`src/rtl/ps2_key_pkg.sv`:
```
// Shared constants, types and default key table for the PS/2 key receiver.
// Optional error counter in the top level is enabled with PS2_ERRCNT_EN.
package ps2_key_pkg;

  localparam logic [7:0] SC_BREAK = 8'hF0;
  localparam logic [7:0] SC_EXT   = 8'hE0;

  typedef enum logic {
    IDLE = 1'b0,
    RECV = 1'b1
  } frame_state_t;

  // Packed so that entry i sits at bits [8*i+7 : 8*i]: A D E F G R S T W
  localparam logic [8:0][7:0] DEFAULT_CODES = {
    8'h1D, 8'h2C, 8'h1B, 8'h2D, 8'h34, 8'h2B, 8'h24, 8'h23, 8'h1C
  };

endpackage

```
`src/rtl/ps2_frame_rx.sv`:
```
// PS/2 frame receiver: synchronises the raw bus, detects ps2_clk falling edges,
// deserialises 11-bit frames and flags parity/stop/timeout errors.
module ps2_frame_rx
  import ps2_key_pkg::*;
#(
  parameter int TIMEOUT_CYCLES = 50000,
  parameter int SYNC_STAGES    = 2
) (
  input  logic       clk,
  input  logic       reset,
  input  logic       ps2_clk,
  input  logic       ps2_data,
  output logic [7:0] rx_byte,
  output logic       rx_valid,
  output logic       rx_err
);

  localparam int TW = $clog2(TIMEOUT_CYCLES + 1);

  frame_state_t             state_q, state_d;
  logic [SYNC_STAGES-1:0]   clk_sync_q, clk_sync_d;
  logic [SYNC_STAGES-1:0]   data_sync_q, data_sync_d;
  logic                     sync_clk_q, sync_clk_d;
  logic [3:0]               bit_cnt_q, bit_cnt_d;
  logic [TW-1:0]            timer_q, timer_d;
  logic [7:0]               shift_q, shift_d;
  logic                     parity_q, parity_d;

  logic sync_clk;
  logic sync_data;
  logic fall;
  logic timed_out;
  logic frame_ok;

  assign sync_clk  = clk_sync_q[SYNC_STAGES-1];
  assign sync_data = data_sync_q[SYNC_STAGES-1];
  assign fall      = sync_clk_q & ~sync_clk;
  assign timed_out = (timer_q == TW'(TIMEOUT_CYCLES));
  assign frame_ok  = sync_data & (^{shift_q, parity_q});

  always_ff @(posedge clk or posedge reset) begin
    if (reset) begin
      state_q     <= IDLE;
      clk_sync_q  <= '1;
      data_sync_q <= '1;
      sync_clk_q  <= 1'b1;
      bit_cnt_q   <= '0;
      timer_q     <= '0;
      shift_q     <= '0;
      parity_q    <= 1'b0;
    end else begin
      state_q     <= state_d;
      clk_sync_q  <= clk_sync_d;
      data_sync_q <= data_sync_d;
      sync_clk_q  <= sync_clk_d;
      bit_cnt_q   <= bit_cnt_d;
      timer_q     <= timer_d;
      shift_q     <= shift_d;
      parity_q    <= parity_d;
    end
  end

  always_comb begin
    clk_sync_d  = {clk_sync_q[SYNC_STAGES-2:0], ps2_clk};
    data_sync_d = {data_sync_q[SYNC_STAGES-2:0], ps2_data};
    sync_clk_d  = sync_clk;
    state_d     = state_q;
    bit_cnt_d   = bit_cnt_q;
    timer_d     = timer_q;
    shift_d     = shift_q;
    parity_d    = parity_q;
    case (state_q)
      IDLE: begin
        timer_d = '0;
        if (fall && !sync_data) begin
          state_d   = RECV;
          bit_cnt_d = 4'd1;
        end
      end
      RECV: begin
        // An edge in the same cycle as the timeout wins and restarts the timer
        if (fall) begin
          timer_d   = '0;
          bit_cnt_d = bit_cnt_q + 4'd1;
          if (bit_cnt_q <= 4'd8) begin
            shift_d = {sync_data, shift_q[7:1]};
          end else if (bit_cnt_q == 4'd9) begin
            parity_d = sync_data;
          end else begin
            state_d = IDLE;
          end
        end else if (timed_out) begin
          state_d = IDLE;
          timer_d = '0;
        end else begin
          timer_d = timer_q + TW'(1);
        end
      end
      default: state_d = IDLE;
    endcase
  end

  always_comb begin
    rx_byte  = shift_q;
    rx_valid = 1'b0;
    rx_err   = 1'b0;
    if (state_q == RECV) begin
      if (fall && bit_cnt_q == 4'd10) begin
        rx_valid = frame_ok;
        rx_err   = ~frame_ok;
      end else if (!fall && timed_out) begin
        rx_err = 1'b1;
      end
    end
  end

endmodule

```
`src/rtl/ps2_key_receiver.sv`:
```
// PS/2 keyboard receiver top: tracks F0/E0 prefixes and maps scan codes to key bits.
// Define PS2_ERRCNT_EN to add the saturating err_count output.
module ps2_key_receiver
  import ps2_key_pkg::*;
#(
  parameter int                         NUM_KEYS       = 9,
  parameter logic [NUM_KEYS-1:0][7:0]   KEY_CODES      = DEFAULT_CODES,
  parameter int                         TOGGLE_MODE    = 0,
  parameter int                         TIMEOUT_CYCLES = 50000,
  parameter int                         SYNC_STAGES    = 2
) (
  input  logic                clk,
  input  logic                reset,
  input  logic                ps2_clk,
  input  logic                ps2_data,
  output logic [NUM_KEYS-1:0] keys,
  output logic [7:0]          code,
  output logic                code_valid,
  output logic                frame_err
`ifdef PS2_ERRCNT_EN
  ,
  output logic [7:0]          err_count
`endif
);

  logic [7:0] rx_byte;
  logic       rx_valid;
  logic       rx_err;

  logic [NUM_KEYS-1:0] keys_q, keys_d, toggled;
  logic [NUM_KEYS-1:0] held_q, held_d;
  logic [7:0]          code_q, code_d;
  logic                code_valid_q, code_valid_d;
  logic                frame_err_q, frame_err_d;
  logic                brk_q, brk_d;
  logic                ext_q, ext_d;

  ps2_frame_rx #(
    .TIMEOUT_CYCLES(TIMEOUT_CYCLES),
    .SYNC_STAGES   (SYNC_STAGES)
  ) u_frame_rx (
    .clk     (clk),
    .reset   (reset),
    .ps2_clk (ps2_clk),
    .ps2_data(ps2_data),
    .rx_byte (rx_byte),
    .rx_valid(rx_valid),
    .rx_err  (rx_err)
  );

  always_ff @(posedge clk or posedge reset) begin
    if (reset) begin
      keys_q       <= '0;
      held_q       <= '0;
      code_q       <= '0;
      code_valid_q <= 1'b0;
      frame_err_q  <= 1'b0;
      brk_q        <= 1'b0;
      ext_q        <= 1'b0;
    end else begin
      keys_q       <= keys_d;
      held_q       <= held_d;
      code_q       <= code_d;
      code_valid_q <= code_valid_d;
      frame_err_q  <= frame_err_d;
      brk_q        <= brk_d;
      ext_q        <= ext_d;
    end
  end

  // Errors leave the prefix flags alone so a pending break survives a bad frame
  always_comb begin
    held_d       = held_q;
    toggled      = keys_q;
    brk_d        = brk_q;
    ext_d        = ext_q;
    code_d       = code_q;
    code_valid_d = rx_valid;
    frame_err_d  = rx_err;
    if (rx_valid) begin
      code_d = rx_byte;
      if (rx_byte == SC_BREAK) begin
        brk_d = 1'b1;
      end else if (rx_byte == SC_EXT) begin
        ext_d = 1'b1;
      end else begin
        brk_d = 1'b0;
        ext_d = 1'b0;
        if (!ext_q) begin
          for (int i = 0; i < NUM_KEYS; i++) begin
            if (rx_byte == KEY_CODES[i]) begin
              if (brk_q) begin
                held_d[i] = 1'b0;
              end else if (!held_q[i]) begin
                held_d[i]  = 1'b1;
                toggled[i] = ~keys_q[i];
              end
            end
          end
        end
      end
    end
    keys_d = (TOGGLE_MODE != 0) ? toggled : held_d;
  end

  assign keys       = keys_q;
  assign code       = code_q;
  assign code_valid = code_valid_q;
  assign frame_err  = frame_err_q;

`ifdef PS2_ERRCNT_EN
  logic [7:0] err_cnt_q, err_cnt_d;

  always_ff @(posedge clk or posedge reset) begin
    if (reset) begin
      err_cnt_q <= '0;
    end else begin
      err_cnt_q <= err_cnt_d;
    end
  end

  always_comb begin
    err_cnt_d = err_cnt_q;
    if (rx_err && err_cnt_q != 8'hFF) begin
      err_cnt_d = err_cnt_q + 8'd1;
    end
  end

  assign err_count = err_cnt_q;
`endif

endmodule

```
`config.mk`:
```
export PLATFORM = sky130hd
export DESIGN_NAME = ps2_key_receiver
export DESIGN_NICKNAME = d
export VERILOG_FILES = /design/src/rtl/ps2_key_pkg.sv /design/src/rtl/ps2_frame_rx.sv /design/src/rtl/ps2_key_receiver.sv
export SDC_FILE = /design/constraint.sdc
export NUM_CORES = 1
export LEC_CHECK = 0
export CAP_MARGIN = 20
export CORE_UTILIZATION = 45
export CTS_BUF_LIST = sky130_fd_sc_hd__clkbuf_4 sky130_fd_sc_hd__clkbuf_8
export CTS_CLUSTER_SIZE = 25
export DETAILED_ROUTE_END_ITERATION = 10
export PLACE_DENSITY = 0.7
export SETUP_SLACK_MARGIN = 0.15
export SLEW_MARGIN = 40
export SYNTH_ARGS = -nofsm -noshare
export SYNTH_HDL_FRONTEND = slang
export SYNTH_SLANG_ARGS = --single-unit
```
`constraint.sdc`:
```
create_clock -name clk -period 2.3 [get_ports clk]
set_clock_uncertainty 0.1 [all_clocks]
set_input_delay 0.46 -clock clk [delete_from_list [all_inputs] [get_ports clk]]
set_output_delay 0.46 -clock clk [all_outputs]
set_load 0.02 [all_outputs]
```
==> metrics.txt, run 1 <==
status complete, no violations; die area 6357 um2; reg-to-reg startpoint u_frame_rx.rx_byte[6]$_DFFE_PP0P_; critical path peak fanout 6; dpl hpwl 3448 um; Hold WC Path Type flip-flop to flip-flop; part of the power in registers 0.417; Ys Warns 0; Crit. End Element flip-flop; fin crit period 2.084 ns; crit-path cells xor2_1, xnor3_2, xnor2_4, nand3_4, mux2_1; Reg2Reg Depth 5; Chip Width 79.73 um; r2r endpoint code[7]$_DFFE_PP0P_; Net Switching 1.120 mW; clk buf depth 2; GRT Util Overall 0.1730; Final Hold Viols 0; largest net degree at the start of global routing 25; Worst EP arrival 2.17 ns; initial antenna violation count 0; ANT cells 0; busiest grt layer met1; initial core utilization 0.4791; critical path depth 5; grt ovf 0; Mean Syn Cell Area 11.14 um2; Syn Inst Count 244; Die Ht 79.73 um; Buf/Inv on CP 0; vias 1,848; Sw Share 0.3668; R2R Setup Slk 0.22 ns; Synth Flop Type dfrtp_1; maximum capacitance violations 0; WL/cell 13.92 um; CP startpoint kind flip-flop; core box area 5675 um2; slew at the pin closest to its max-slew limit 0.4435 ns; Comb power frac 0.409; LEAKAGE 1.518 nW; # rows 27; synthesis-to-finish area growth 18.13%; GR Layer Usage met2 0.2538; Num CTS Buffers 5; Slowest-stage cell, CP xnor3_2; post-synthesis register bit count 56; DRT iter0 DRCs 106; vias in the first global route 1,791; met1 GRT Util 0.2586; relative slew slack 0.7012; FFs w/ async S/R, synth 1.000; final period utilization 0.9063; pwr/cell area 950.9 nW/um2; vias per cell 5.250; CTS Sinks 56; nets 289; Final Max Tran Viols 0; Clock power frac 0.174; port buffer count 22; router iterations before antenna repair 5; Int Pwr 1.934 mW; CTS tree built; Final Power 3.054 mW; critical path endpoint code[7]$_DFFE_PP0P_; Worst-Skew Late Latency 0.30 ns; first-pass GRT wire length 8493 um; Crit Path Class flip-flop to flip-flop; maximum clock rate 479.7 MHz; Root Buffer clkbuf_8; Hold Path Stages 0; Routed Antenna Nets 0; Post-Syn Area 2719 um2; number of flops mapped to enable cells by yosys 0; unrepaired setup endpoints after global routing yes; GPL Wtd Cong 0.8956; slowest stage delay, CP 0.51 ns; setup TNS 0 ns; layout cells sized above 1 0.1750; final wirelength 4899 um; clock edge transition at the registers on the reported setup and hold paths 0.09 ns; crit-path leading delay family XOR/XNOR gates; drc violations 0; WP data required 2.39 ns; hold buffer count at CTS 0; Peak supply drop 0.7274 mV; Seq/Total Area, Yosys 0.5177; final setup violation count 0; IO Count 23; H-tree levels 2; synth unique cells 48; syn_nets 254; Fillers 497; Worst Setup SP u_frame_rx.rx_byte[6]$_DFFE_PP0P_; met3 global-route usage 0.03543
==> per-layer routing <==
layer,routed length [um],vias up
li1,-,913
met1,2528,902
met2,2171,31
met3,170,2
met4,29,0
met5,0,-
==> how the worst min path moves through the flow <==
stage,from,to,slack (ns)
finish,u_frame_rx.data_sync_q[0]$_DFF_PP1_,u_frame_rx.data_sync_q[1]$_DFF_PP1_,0.26
global route,u_frame_rx.clk_sync_q[0]$_DFF_PP1_,u_frame_rx.clk_sync_q[1]$_DFF_PP1_,0.27
CTS,u_frame_rx.data_sync_q[0]$_DFF_PP1_,u_frame_rx.data_sync_q[1]$_DFF_PP1_,0.26
detailed placement,u_frame_rx.clk_sync_q[0]$_DFF_PP1_,u_frame_rx.clk_sync_q[1]$_DFF_PP1_,0.25
global placement,u_frame_rx.clk_sync_q[0]$_DFF_PP1_,u_frame_rx.clk_sync_q[1]$_DFF_PP1_,0.25
floorplan,u_frame_rx.clk_sync_q[0]$_DFF_PP1_,u_frame_rx.clk_sync_q[1]$_DFF_PP1_,0.25
==> worst register-to-register path, delay by kind of cell (launching register included) <==
family,cells,cell delay [ns]
flip-flops,1,0.44
AND/OR/NAND/NOR,1,0.17
XOR/XNOR,3,0.90
multiplexers,1,0.35
==> Yosys cell counts (all sizes together) (3+ instances only) <==
master / number / share of area
dfrtp: 51 / 0.47
and3: 5 / 0.012
nor2: 17 / 0.023
and3b: 3 / 0.0097
o21ai: 13 / 0.024
mux2: 14 / 0.068
inv: 21 / 0.029
nor4: 3 / 0.0069
nand3: 9 / 0.018
nand4: 10 / 0.023
dfstp: 5 / 0.048
xor2: 11 / 0.035
nand2: 16 / 0.022
mux2i: 9 / 0.033
nor2b: 3 / 0.0069
ha: 6 / 0.028
clkbuf: 7 / 0.010
nor3: 6 / 0.013
xnor2: 8 / 0.035
==> sequential cells by signal (all words and copies together) (netlist names) <==
| signal | count |
|---|---|
| u_frame_rx.sync_clk_q | 1 |
| u_frame_rx.clk_sync_q | 2 |
| u_frame_rx.data_sync_q | 2 |
| u_frame_rx.timer_q | 16 |
| u_frame_rx.parity_q | 1 |
| ext_q | 1 |
| code_valid | 1 |
| brk_q | 1 |
| u_frame_rx.state_q | 1 |
| held_q | 9 |
| frame_err | 1 |
| u_frame_rx.bit_cnt_q | 4 |
| code | 8 |
| u_frame_rx.rx_byte | 8 |
==> cell type report <==
class                           instances  area [um2]  area share
Clock buffer                            7       83.83     0.02610
Clock inverter                          1       5.005    0.001558
Inverter                               21       78.83     0.02454
Multi-Input combinational cell        159        1207      0.3759
Sequential cell                        56        1409      0.4386
Tap cell                               72       90.09     0.02805
Timing Repair Buffer                   36       337.8      0.1052
==> cell usage in the layout (no fill, tap or decap), types with 2 or more instances in the layout <==
cell type | synthesis | final
nor2_1 | 17 | 17
nor2b_1 | 3 | 3
o21ai_0 | 13 | 12
nand2_1 | 16 | 16
dfstp_2 | 5 | 5
nor4_1 | 3 | 3
inv_1 | 20 | 19
o21a_1 | 2 | 2
buf_4 | 0 | 13
nor4b_1 | 2 | 2
and3b_1 | 3 | 3
mux2_4 | 7 | 7
mux2_2 | 5 | 5
a41o_1 | 2 | 2
clkbuf_8 | 0 | 5
xnor2_1 | 6 | 6
nor3_1 | 5 | 5
a21oi_1 | 2 | 2
dfrtp_1 | 51 | 50
clkbuf_4 | 0 | 2
nand4_1 | 10 | 10
o31ai_1 | 2 | 2
a22o_1 | 2 | 2
xor2_1 | 11 | 11
and3_1 | 5 | 5
ha_1 | 6 | 6
inv_2 | 1 | 2
mux2_1 | 2 | 2
clkdlybuf4s50_1 | 0 | 22
mux2i_1 | 9 | 9
nand3_1 | 8 | 8
==> power groups by stage <==
stage,sequential [mW],clock [mW],combinational [mW]
final,1.27,0.532,1.25
after floorplan,1.26,0,0.804
after global routing,1.30,0.590,1.37
after detailed placement,1.29,0,1.15
after CTS,1.27,0.549,1.18
after global placement,1.28,0,1.12
==> per-stage QoR <==
stage / hold WS, ns / std cells / cell area [um2] / util / setup WS (ns)
2_1_floorplan: 0.2452 / 244 / 2719 / - / 0.2478
3_3_place_gp: 0.2467 / 341 / 3089 / 0.5443 / 0.09847
3_5_place_dp: 0.2475 / 341 / 3089 / 0.5443 / 0.05875
4_1_cts: 0.2610 / 349 / 3186 / 0.5613 / 0.1741
5_1_grt: 0.2653 / 352 / 3212 / 0.5659 / 0.1417
6_report: 0.2592 / 352 / 3212 / 0.5659 / 0.2156
==> logic make-up (layout without fill, tap and decap cells) <==
| logic type | Yosys count | after routing | share of synthesized area |
|---|---|---|---|
| AND/OR/NAND/NOR | 82 | 83 | 0.1638 |
| flip-flops | 56 | 56 | 0.5177 |
| buffers and inverters | 30 | 65 | 0.04463 |
| AO/OA/AOI/OAI | 27 | 27 | 0.06581 |
| multiplexers | 23 | 23 | 0.1008 |
| XOR/XNOR | 20 | 20 | 0.07961 |
| adder cells (fa/ha/maj) | 6 | 6 | 0.02761 |
==> what timing repair did <==
item | in CTS | in global routing
setup endpoints to repair | 8 | 9
pin swaps | 0 | 2
setup buffers | 0 | 2
resized for setup | 1 | 2
gates cloned | 0 | 1
Power figures use the tool's default switching activity.
==> inputs of run 2 (changes only) <==
--- a/config.mk
+++ b/config.mk
@@ -12,6 +12,7 @@
 export DETAILED_ROUTE_END_ITERATION = 10
 export PLACE_DENSITY = 0.7
 export SETUP_SLACK_MARGIN = 0.15
+export SKIP_CTS_REPAIR_TIMING = 1
 export SLEW_MARGIN = 40
 export SYNTH_ARGS = -nofsm -noshare
 export SYNTH_HDL_FRONTEND = slang
==> run 2 against run 1 <==
Compared with the run above:
- via count down 0.11%
- non-clock buffer count down 2
- combinational power about the same
- count of clock-buffer cells in the layout unchanged
- cell count down 0.57%
- critical endpoint is now code[1]$_DFFE_PP0P_
- fmax down 0.84%
- global-route usage down 0.099 points
- flip-flop and latch count unchanged
- routed wire length down 1.1%
- register-to-register slack worse by 0.02 ns
- design area down 0.51%
==> metrics.txt, run 2 (synthesis gave the netlist of run 1 again) <==
WL/cell 13.85 um (-0.50%); GRT Util Overall 0.1720 (-0.0009869); maximum capacitance violations 0 (unchanged); drc violations 0 (unchanged); Routed Antenna Nets 0 (unchanged); Chip Width 79.73 um (unchanged); initial core utilization 0.4791 (unchanged); LEAKAGE 1.509 nW (-0.57%); vias in the first global route 1,789 (-0.11%); Int Pwr 1.905 mW (-1.5%); initial antenna violation count 0 (unchanged); critical path peak fanout 5 (-1); synthesis-to-finish area growth 17.53%; final setup violation count 0 (unchanged); grt ovf 0 (unchanged); Final Hold Viols 0 (unchanged); Crit. End Element flip-flop; vias 1,846 (-0.11%); Num CTS Buffers 5 (unchanged); Hold WC Path Type flip-flop to flip-flop; setup TNS 0 ns (unchanged); maximum clock rate 475.7 MHz (-0.84%); core box area 5675 um2 (unchanged); commonest non-fill, non-tap cell in the layout dfrtp_1; Sw Share 0.3703 (+0.003495); status complete, no violations; relative slew slack 0.7015 (about the same); CP startpoint kind flip-flop; part of the power in registers 0.421 (+0.004); CTS Sinks 56 (unchanged); final wirelength 4847 um (-1.1%); max reg flops 16 (unchanged); port buffer count 22 (unchanged); Final Non-Filler Cells 350 (-0.57%); Largest regs u_frame_rx.timer_q x16, held_q x9; WP data required 2.39 ns (about the same); CTS tree built; pwr/cell area 946.5 nW/um2 (-0.46%); Peak supply drop 0.7294 mV (+0.26%); largest net degree at the start of global routing 25 (unchanged); GPL Wtd Cong 0.8956 (unchanged); first-pass GRT wire length 8445 um (-0.57%); Clock power frac 0.176 (+0.002); die area 6357 um2 (unchanged); # rows 27 (unchanged); Final Max Tran Viols 0 (unchanged); Worst EP arrival 2.19 ns (+0.02 ns); Root Buffer clkbuf_8; vias per cell 5.274 (+0.46%); nets 287 (-0.69%); Die Ht 79.73 um (unchanged); dpl hpwl 3448 um (unchanged); IO Count 23 (unchanged); slew at the pin closest to its max-slew limit 0.4431 ns (-0.0004072 ns); Worst-Skew Late Latency 0.31 ns (about the same); Biggest register u_frame_rx.timer_q; fin crit period 2.102 ns (+0.01760 ns); router iterations before antenna repair 4 (-1); H-tree levels 2 (unchanged); DRT iter0 DRCs 106 (unchanged); unrepaired setup endpoints after global routing yes; clock edge transition at the registers on the reported setup and hold paths 0.09 ns (about the same); Crit Path Class flip-flop to flip-flop; Net Switching 1.120 mW (about the same); Post-Place Cells 341 (unchanged); Comb power frac 0.403 (-0.006); layout cells sized above 1 0.1655 (-0.009532); clk buf depth 2 (unchanged); ANT cells 0 (unchanged); final period utilization 0.9139 (+0.007653); commonest non-fill, non-tap cells in the layout dfrtp_1 (51), clkdlybuf4s50_1 (22), inv_1 (19), nor2_1 (17), nand2_1 (16)
run 2: worst paths after layout:
path / startpoint / endpoint / slack [ns] / cells past startpoint
min: u_frame_rx.data_sync_q[0]$_DFF_PP1_ / u_frame_rx.data_sync_q[1]$_DFF_PP1_ / 0.26 / 0
max: u_frame_rx.rx_byte[5]$_DFFE_PP0P_ / code[1]$_DFFE_PP0P_ / 0.20 / 5
min reg2reg: u_frame_rx.data_sync_q[0]$_DFF_PP1_ / u_frame_rx.data_sync_q[1]$_DFF_PP1_ / 0.26 / 0
max reg2reg: u_frame_rx.rx_byte[5]$_DFFE_PP0P_ / code[1]$_DFFE_PP0P_ / 0.20 / 5
min in group asynchronous: reset / u_frame_rx.rx_byte[3]$_DFFE_PP0P_ / 0.33 / 2
max in group asynchronous: reset / code[2]$_DFFE_PP0P_ / 1.21 / 3
run 2: layout make-up:
class	count	area, um2
well taps	72	90.09
clock buffers	7	83.83
fillers	498	2480
clock inverters	1	5.005
multi-input cells	159	1207
flip-flops and latches	56	1408
inverters	21	78.83
repair buffers	34	322.8
run 2: layer usage:
layer  routed length [um]  up-vias  global-route usage
met5                    0        -                   0
met4                   39        0             0.04821
met3                  181        4             0.03543
met2                 2108       32              0.2581
met1                 2518      899              0.2519
li1                     -      911                   -
run 2: per-stage QoR:
step	total power, mW	instance area (um2)	utilization	hold WS (ns)	setup slack [ns]
global placement	2.403	3089	0.5443	0.2467	0.09847
CTS	2.973	3178	0.5600	0.2610	0.03483
floorplan	2.066	2719	-	0.2452	0.2478
finish	3.025	3196	0.5631	0.2591	0.1980
detailed placement	2.440	3089	0.5443	0.2475	0.05875
global route	3.234	3196	0.5631	0.2653	0.1152
run 2: power groups by stage:
| stage | sequential (mW) | clock [mW] | combinational, mW |
|---|---|---|---|
| 2_1_floorplan | 1.26 | 0 | 0.804 |
| 3_5_place_dp | 1.29 | 0 | 1.15 |
| 5_1_grt | 1.30 | 0.590 | 1.35 |
| 6_report | 1.27 | 0.531 | 1.22 |
| 3_3_place_gp | 1.28 | 0 | 1.12 |
| 4_1_cts | 1.27 | 0.549 | 1.15 |
run 2: critical path: stages (launching register included):
cell	delay, ns
dfrtp_1	0.44
xor2_1	0.18
xnor3_2	0.51
xnor2_4	0.23
nand3_2	0.19
mux2_4	0.33
==> inputs of run 3 (changes only) <==
==> constraint.sdc (replaced) <==
create_clock -name clk -period 2.4 [get_ports clk]
set_clock_uncertainty 0.1 [all_clocks]
set_input_delay 0.48 -clock clk [delete_from_list [all_inputs] [get_ports clk]]
set_output_delay 0.48 -clock clk [all_outputs]
set_load 0.02 [all_outputs]
==> run 3 against run 2 <==
Compared with the run above:
- setup slack improved by 0.070 ns
- clock power increased by 36%
- first-iteration DRC count decreased by 15%
- critical endpoint is now code[7]$_DFFE_PP0P_
- via count decreased by 0.43%
- utilization increased by 0.66 points
- sequential power decreased by 3%
- combinational power decreased by 9.8%
- worst hold slack got worse by 0.0056 ns
- highest routed layer unchanged
- fmax decreased by 1.4%
- count of clock-buffer cells in the layout decreased by 1
==> metrics.txt, run 3 (synthesis gave the netlist of run 1 again) <==
synthesis-to-finish area growth 18.91%; relative slew slack 0.6474 (-0.05407); CTS Sinks 56 (unchanged); WHS 0.2535 ns (-0.005609 ns); drc violations 0 (unchanged); commonest non-fill, non-tap cell in the layout dfrtp_1; final core occ 0.5697 (+0.006614); fin crit period 2.132 ns (+0.02976 ns); CTS tree built; maximum clock rate 469.1 MHz (-1.4%); crit-path leading delay family XOR/XNOR gates; LEAKAGE 1.529 nW (+1.3%); port buffer count 22 (unchanged); setup TNS 0 ns (unchanged); Final Max Tran Viols 0 (unchanged); vias in the first global route 1,809 (+1.1%); core box area 5675 um2 (unchanged); vias per cell 5.266 (-0.15%); die area 6357 um2 (unchanged); clock edge transition at the registers on the reported setup and hold paths 0.10 ns (about the same); maximum capacitance violations 0 (unchanged); router iterations before antenna repair 4 (unchanged); WP data required 2.49 ns (+0.10 ns); ANT cells 0 (unchanged); crit-path cells xor2_1, xnor3_2, xnor2_4, nand3_2, buf_4, mux2_1; Worst-Skew Late Latency 0.31 ns (about the same); Slowest-stage cell, CP xnor3_2; Crit. End Element flip-flop; # rows 27 (unchanged); commonest non-fill, non-tap cells in the layout dfrtp_1 (51), clkdlybuf4s50_1 (22), inv_1 (19), nor2_1 (17), nand2_1 (16); unrepaired setup endpoints after global routing no; Final Power 3.052 mW (+0.92%); clk buf depth 2 (unchanged); status complete, no violations; dpl hpwl 3508 um (+1.7%); Final Hold Viols 0 (unchanged); pwr/cell area 944.1 nW/um2 (-0.25%); critical path peak fanout 11 (+6); grt ovf 0 (unchanged); layout cells sized above 1 0.1697 (+0.004207); Root Buffer clkbuf_8; Crit Path Class flip-flop to flip-flop; Num CTS Buffers 5 (unchanged); GRT Util Overall 0.1781 (+0.006151); initial core utilization 0.4791 (unchanged); Peak supply drop 0.5333 mV (-27%); max reg flops 16 (unchanged); initial antenna violation count 0 (unchanged); Chip Width 79.73 um (unchanged); largest net degree at the start of global routing 34 (+36%); Die Ht 79.73 um (unchanged); Hold WC Path Type flip-flop to flip-flop; IO Count 23 (unchanged); Largest regs u_frame_rx.timer_q x16, held_q x9; Worst EP arrival 2.22 ns (+0.03 ns); DRT iter0 DRCs 90 (-15%); Biggest register u_frame_rx.timer_q; first-pass GRT wire length 8659 um (+2.5%); CP startpoint kind flip-flop; slowest stage delay, CP 0.51 ns (about the same); slew at the pin closest to its max-slew limit 0.5234 ns (+0.08025 ns); WL/cell 14.35 um (+3.6%); vias 1,838 (-0.43%); Buf/Inv on CP 1 (+1); final setup violation count 0 (unchanged); Routed Antenna Nets 0 (unchanged); nets 286 (-0.35%); final wirelength 5009 um (+3.3%); final period utilization 0.8883 (-0.02568); Fillers 505 (+1.4%); GPL Wtd Cong 0.8103 (-9.5%); H-tree levels 2 (unchanged)
-- run 3: cell types whose count changed in the layout (fill, tap and decap cells not counted), sizes merged --
cell    change
bufinv      +2
clkbuf      -1
clkinv      -1
nand3       -1
-- run 3: area by class of cell --
cell class	instances	area [um2]	area share
multi-input combinational	158	1197	0.3704
clock buffer	6	76.32	0.02361
clock inverter	2	60.06	0.01858
inverter	21	78.83	0.02438
sequential	56	1408	0.4354
timing repair buffer	34	322.8	0.09985
tap	72	90.09	0.02786
-- run 3: routing by layer --
layer / GRT usage / vias to the layer above / share of wire
met5: 0 / - / 0
met4: 0.05714 / 0 / 0.013
met3: 0.04229 / 6 / 0.039
met2: 0.2641 / 33 / 0.44
met1: 0.2567 / 896 / 0.51
li1: - / 903 / -
-- run 3: report_power, final --
part,switching (mW),internal (mW),leakage [nW]
Clock,0.294,0.428,0.0688
Combinational,0.571,0.530,0.714
Sequential,0.161,1.07,0.746
Total,1.03,2.03,1.53
-- run 3: metrics by stage --
step,worst slack (ns),area (um2),instances
2_1_floorplan,0.3478,2719,244
3_3_place_gp,0.3005,3089,341
3_5_place_dp,0.3007,3089,341
4_1_cts,0.2560,3226,349
5_1_grt,0.1654,3233,349
6_report,0.2682,3233,349
-- run 3: worst paths after layout --
| path | to | cells after the start | from | slack [ns] |
|---|---|---|---|---|
| hold / removal | u_frame_rx.clk_sync_q[1]$_DFF_PP1_ | 0 | u_frame_rx.clk_sync_q[0]$_DFF_PP1_ | 0.25 |
| setup reg to reg | code[7]$_DFFE_PP0P_ | 6 | u_frame_rx.rx_byte[6]$_DFFE_PP0P_ | 0.27 |
| min in group asynchronous | code[3]$_DFFE_PP0P_ | 2 | reset | 0.26 |
| hold reg to reg | u_frame_rx.clk_sync_q[1]$_DFF_PP1_ | 0 | u_frame_rx.clk_sync_q[0]$_DFF_PP1_ | 0.25 |
| setup / recovery | code[7]$_DFFE_PP0P_ | 6 | u_frame_rx.rx_byte[6]$_DFFE_PP0P_ | 0.27 |
| max in group asynchronous | u_frame_rx.data_sync_q[0]$_DFF_PP1_ | 3 | reset | 1.42 |
